### config.mk
export PLATFORM = sky130hd
export DESIGN_NAME = mem_arbiter
export DESIGN_NICKNAME = d
export VERILOG_FILES = /design/src/rtl/mem_arbiter.sv
export SDC_FILE = /design/constraint.sdc
export NUM_CORES = 1
export LEC_CHECK = 0
export ABC_AREA = 1
export CORE_AREA = 8 8 123 125
export DETAILED_ROUTE_END_ITERATION = 6
export DIE_AREA = 0 0 131 133
export HOLD_SLACK_MARGIN = 0.08
export SYNTH_ARGS = -nofsm -noshare
export SYNTH_HDL_FRONTEND = slang
export SYNTH_SLANG_ARGS = --single-unit
### constraint.sdc
create_clock -name clk -period 2.4 [get_ports clk]
set_clock_uncertainty 0.1 [all_clocks]
set_input_delay 0.48 -clock clk [delete_from_list [all_inputs] [get_ports clk]]
set_output_delay 0.48 -clock clk [all_outputs]
set_load 0.05 [all_outputs]
### src/rtl/mem_arbiter.sv
// rtl/mem_arbiter.sv - single-port data memory arbiter for flash loader, data port and fetch port
//
// Purpose:
//   Shares one single-port synchronous memory (1-cycle read latency) between the
//   flash loader, the core data (load/store) port and the instruction-fetch port.
//   Flash always preempts; after flashing ends one drain cycle is inserted before
//   CPU traffic resumes. Data and fetch ties are resolved round-robin.
//
// Ports:
//   clk, rst                                  clock, synchronous active-high reset
//   flash_en, flash_addr, flash_data          flash loader write stream
//   d_req, d_wren, d_addr, d_wr_data          data-port request
//   d_gnt, d_rvalid, d_rd_data                data-port grant / read response
//   i_req, i_addr                             fetch request (read only)
//   i_gnt, i_rvalid, i_rd_data                fetch grant / read response
//   mem_addr, mem_wren, mem_wr_data           memory command pins
//   mem_rd_data                               memory read data (cycle after the read)
//   d_stall_cnt, i_stall_cnt                  stall counters, only with MEM_ARB_PERF_CNT_EN
//
// Build option:
//   MEM_ARB_PERF_CNT_EN  adds saturating 32-bit per-requester stall counters.

module mem_arbiter #(
    parameter int WIDTH = 32
) (
    input  logic             clk,
    input  logic             rst,
    input  logic             flash_en,
    input  logic [WIDTH-1:0] flash_addr,
    input  logic [WIDTH-1:0] flash_data,
    input  logic             d_req,
    input  logic             d_wren,
    input  logic [WIDTH-1:0] d_addr,
    input  logic [WIDTH-1:0] d_wr_data,
    output logic             d_gnt,
    output logic             d_rvalid,
    output logic [WIDTH-1:0] d_rd_data,
    input  logic             i_req,
    input  logic [WIDTH-1:0] i_addr,
    output logic             i_gnt,
    output logic             i_rvalid,
    output logic [WIDTH-1:0] i_rd_data,
    output logic [WIDTH-1:0] mem_addr,
    output logic             mem_wren,
    output logic [WIDTH-1:0] mem_wr_data,
    input  logic [WIDTH-1:0] mem_rd_data
`ifdef MEM_ARB_PERF_CNT_EN
    ,
    output logic [31:0]      d_stall_cnt,
    output logic [31:0]      i_stall_cnt
`endif
);

    typedef enum logic [1:0] {
        RUN   = 2'd0,
        FLASH = 2'd1,
        DRAIN = 2'd2
    } state_t;

    // state holds the phase of the previous cycle; phase is the live phase of
    // this cycle. Flash must preempt in the very cycle flash_en rises, and the
    // cycle flash_en falls is itself the single drain cycle, so both edges of
    // flash_en act combinationally. A registered DRAIN therefore means the
    // drain has already happened and CPU access resumes now.
    state_t state;
    state_t phase;

    logic   rr;        // 0: data wins a tie, 1: fetch wins a tie
    logic   rd_d_q;    // data port owns the read issued last cycle
    logic   rd_i_q;    // fetch port owns the read issued last cycle
    logic   pick_d;
    logic   pick_i;

    always_comb begin
        phase = RUN;
        case (state)
            RUN:     phase = flash_en ? FLASH : RUN;
            FLASH:   phase = flash_en ? FLASH : DRAIN;
            DRAIN:   phase = flash_en ? FLASH : RUN;
            default: phase = RUN;
        endcase
    end

    always_comb begin
        pick_d = 1'b0;
        pick_i = 1'b0;
        if (!rst && phase == RUN) begin
            pick_d = d_req && (!i_req || !rr);
            pick_i = i_req && !pick_d;
        end
    end

    assign d_gnt = pick_d;
    assign i_gnt = pick_i;

    always_comb begin
        mem_addr    = '0;
        mem_wren    = 1'b0;
        mem_wr_data = '0;
        if (!rst && phase == FLASH) begin
            mem_addr    = flash_addr;
            mem_wren    = 1'b1;
            mem_wr_data = flash_data;
        end else if (pick_d) begin
            mem_addr    = d_addr;
            mem_wren    = d_wren;
            mem_wr_data = d_wr_data;
        end else if (pick_i) begin
            mem_addr    = i_addr;
        end
    end

    always_ff @(posedge clk) begin
        if (rst) begin
            state  <= RUN;
            rr     <= 1'b0;
            rd_d_q <= 1'b0;
            rd_i_q <= 1'b0;
        end else begin
            state  <= phase;
            if (pick_d) begin
                rr <= 1'b1;
            end else if (pick_i) begin
                rr <= 1'b0;
            end
            rd_d_q <= pick_d && !d_wren;
            rd_i_q <= pick_i;
        end
    end

    // A read granted just before reset must not surface while reset is high.
    assign d_rvalid  = rd_d_q && !rst;
    assign i_rvalid  = rd_i_q && !rst;
    assign d_rd_data = d_rvalid ? mem_rd_data : '0;
    assign i_rd_data = i_rvalid ? mem_rd_data : '0;

`ifdef MEM_ARB_PERF_CNT_EN
    always_ff @(posedge clk) begin
        if (rst) begin
            d_stall_cnt <= '0;
            i_stall_cnt <= '0;
        end else begin
            if (d_req && !pick_d && d_stall_cnt != 32'hFFFF_FFFF) begin
                d_stall_cnt <= d_stall_cnt + 32'd1;
            end
            if (i_req && !pick_i && i_stall_cnt != 32'hFFFF_FFFF) begin
                i_stall_cnt <= i_stall_cnt + 32'd1;
            end
        end
    end
`endif

endmodule

Word level (Yosys, flattened, before mapping)
Cells that the tools add are included.

Flip-flop bits (word level): 5. Output and inout bits: 133.

Equal/unequal tests: 3. Multiplexer cells: 16. Reductions and logical operators: 17.

Operator list (number): $mux 32 (7); $logic_and 1x1->1 (7); $mux 1 (7); $logic_not 1->1 (5); $eq 2x1->1 const B (2); $logic_not 2->1 (2); $pmux 2 s2 (1); $eq 2x2->1 const B (1); $mux 2 (1); $reduce_bool 2->1 (1); $reduce_or 2->1 (1); $logic_or 1x1->1 (1).

Longest topological paths before layout
Depth in word-level cells: 9. Gate-level depth with buffers: 8. Mapped depth without buffers: 7.

Least setup slack after synthesis
OpenSTA, ideal clock, no wires.

Path kind: input to output. Start: in flash_en. End: out mem_wren. Arrival: 1.619 ns. Required time: 1.820 ns. Slack: 0.201 ns. Cell stages on the path: 2. Path buffers: 0. Cell sequence: nand2_1 -> o21ai_0.

Word-level cells in the longest chain between the ends: 7. Elaborated cells between the ends (all ways): 10.

Ends and longest elaborated chain: start, declared (line 28) `input logic flash_en,`; $mux 1 or $mux 2 (tied branches) (line 77, 79, 78); $pmux 2 s2 * (line 76) `case (state)`; $logic_not 2->1 (line 87) `if (!rst && phase == RUN) begin`; $logic_and 1x1->1 (line 87); $mux 1 (line 87); $mux 1 (line 104) `end else if (pick_d) begin`; $mux 1 * (line 100) `if (!rst && phase == FLASH) begin`; end, declared (line 44) `output logic mem_wren,`.

Every way passes the cells marked *; elsewhere a longest branch is shown, timed or not.

Worst setup path after layout
Start: in d_req. End: out mem_addr[7].

Word-level cells in the longest chain between the ends: 7. Elaborated cells between the ends (all ways): 8.

Ends and longest elaborated chain: start, declared (line 31) `input logic d_req,`; $logic_and 1x1->1 * (line 88) `pick_d = d_req && (!i_req || !rr);`; $logic_not 1->1 (line 89) `pick_i = i_req && !pick_d;`; $logic_and 1x1->1 (line 89); $mux 1 (line 87); $mux 32 (line 108) `end else if (pick_i) begin`; $mux 32 * (line 104); $mux 32 * (line 100); end, declared (line 43) `output logic [WIDTH-1:0] mem_addr,`.

Marked as above.

==> results <==
per-stage QoR:
step           std cells  hold slack [ns]   TNS, ns  utilization  total power, mW
3_3_place_gp         881            0.430     -5.65        0.520             1.45
3_5_place_dp         881            0.453     -6.69        0.520             1.46
2_1_floorplan        386            0.396         0            -            0.634
4_1_cts              906            0.467  -0.00463        0.570             1.88
6_report             908            0.479         0        0.574             1.88
5_1_grt              908            0.496  -0.00616        0.574             1.95
critical path: stages:
cell and delay [ns]:
dlygate4sd2_1 0.28, buf_4 0.16, a21oi_4 0.18, bufbuf_16 0.30, nand3_1 0.10, nand3_2 0.11, buf_12 0.14
power breakdown:
part	total, mW	leakage [nW]	internal, mW	switching [mW]
registers	0.0900	0.0409	0.0871	0.00289
logic	1.51	3.33	0.802	0.710
clock network	0.277	0.0382	0.220	0.0570
timing repair:
item / in CTS / in global routing
resized for setup: 59 / 10
endpoints found under the setup margin: 66 / 54
buffers inserted: 13 / 2
hold buffers: 0 / 0
gates cloned: 9 / 1
pin swaps: 7 / 5
final timing paths:
check | end | slack, ns | depth (start not counted)
max | mem_addr[7] | 0.06 | 7
min | rr | 0.48 | 2
max reg2reg | rr | 0.81 | 9
min reg2reg | rr | 0.48 | 2
cells by family after synthesis:
| logic type | Yosys count | synth area share |
|---|---|---|
| simple gates | 306 | 0.732 |
| buf+inv | 71 | 0.195 |
| flops | 5 | 0.0516 |
| compound gates | 4 | 0.0213 |
routing by layer:
layer / global-route usage / share of wire / up-vias
met5: 0 / 0.00045 / -
met4: 0.0613 / 0.031 / 2
met3: 0.0575 / 0.11 / 36
met2: 0.366 / 0.53 / 243
met1: 0.189 / 0.33 / 1804
li1: - / - / 1890
registers in the layout (all words and copies together), names as in the netlist:
register	cells
rd_d_q	1
rd_i_q	1
rr	1
state	2
placed cells by master (no fill, tap or decap), types with 2 or more instances in the layout:
cell type        count
nor2_4               3
nor2_1              66
dfxtp_1              5
nand2_1            107
inv_1               38
nand3_1             48
nand2_2             31
bufbuf_16            3
nor3_1               2
inv_2                4
buf_16               5
buf_12             143
dlygate4sd2_1        4
nand3_2             48
buf_4               19
buf_6                2
clkbuf_16            4
clkdlybuf4s50_1    193
final cells by class:
type                    count  share of cell area
multi-input cells         310               0.224
inverters                  42              0.0210
well taps                 176              0.0293
clock buffers               4              0.0105
repair buffers            371               0.702
flip-flops and latches      5              0.0133
==> qor.yml <==
run_status:
  status: "complete, no violations"
sta:
  min_period_over_period: 0.974
  setup_viol: 0
  min_period_ns: 2.34
  worst-slew-pin-transition_ns: 0.332
  finalHoldViolCount: 0
  max_slew_margin: 0.776
  fmax_ghz: 0.428
  rsz0062_at_grt: "true"
  setup_slack_ns: 0.0627
  slew_violations: 0
synthesis:
  yosysMostFrequentCell: "nand2_1"
  yosys.cell_types.count: 20
  synthTopCellsByArea: "nand2_1, nand3_1, nor2_1, nand3_2, inv_1"
  ys.warnings.count: 0
  synth-seq-cells: 5
  syn_avg_cell_area_um2: 5.02
  async_flop_share: 0
  synth_nets: 584
  yosys-top-cells-count: "nand2_1, nand3_1, nor2_1, inv_1, nand3_2"
  synth-edff-count: 0
  netlist.area_leader.share: 0.246
  post-synth-top-area-cell: "nand2_1"
  syn_inst: 386
  synth.yosys.seq_area_share: 0.0516
  synthFlopType: "dfxtp_1"
  netlist_area_um2: 1940
floorplanning:
  num_rows: 42
  start_util: 0.148
  io_pins: 331
  die_w_um: 131
  die_area_um2: 17400
  die_h_um: 133
  core_um2: 13100
grt:
  grt_pass1_vias: 4336
  grt_max_degree: 34
  antenna_found_initial: 1
  grt_overflow_total: 0
  grt_pass1_wl_um: 25600
  grtUsageTotal: 0.191
worst_setup_path:
  cp.required_ns: 1.82
  crit_fanout: 8
  reg2reg_from: "rr"
  worstPathArrival_ns: 1.76
  critPathKind: "input port to output port"
  crit_start: "d_req"
  end_kind: "output port"
  crit_path_start_kind: "input port"
detailed_routing:
  first_iter_violations: 145
  routedWlPerCell_um: 19.7
  routed_via_density: 4.38
  drt_pass1_iterations: 4
  ant_nets: 0
  vias: 3975
  wl_um: 17900
  drc: 0
cts:
  htreeDepth: 1
  cts_sinks: 5
  cts_tree: "done"
  clock_latency_ns: 0.23
  cts.path.max_buffers: 2
  cts_root_buf: "clkbuf_16"
  clk_pin_slew_ns: 0.03
  cts_made_buffers: 3
placed_design:
  gp_congestion: 0.866
  port-buffer-count: 330
  place_ws_ns: -0.159
  dpl_cell_area_um2: 6800
  hpwl_um: 13700
pwr:
  powerDensity_nw_per_um2: 250
  ir_worst_vdd_mv: 0.209
  leakage_nw: 3.41
layout:
  antenna_cells: 0
  regArea_um2: 100
  multiInputGateArea_um2: 1680
  drive_gt1_frac: 0.365
  nets: 931
  final_area_um2: 7510
  areaGrowthSynthToFinish_pct: 287
  fillers: 1111
hold_path:
  worstHoldStart: "rr"
  hp-class: "flip-flop to flip-flop"
flow_run:
  maxCapViolations: 0
No activity file was read; power rests on OpenSTA's default activity.
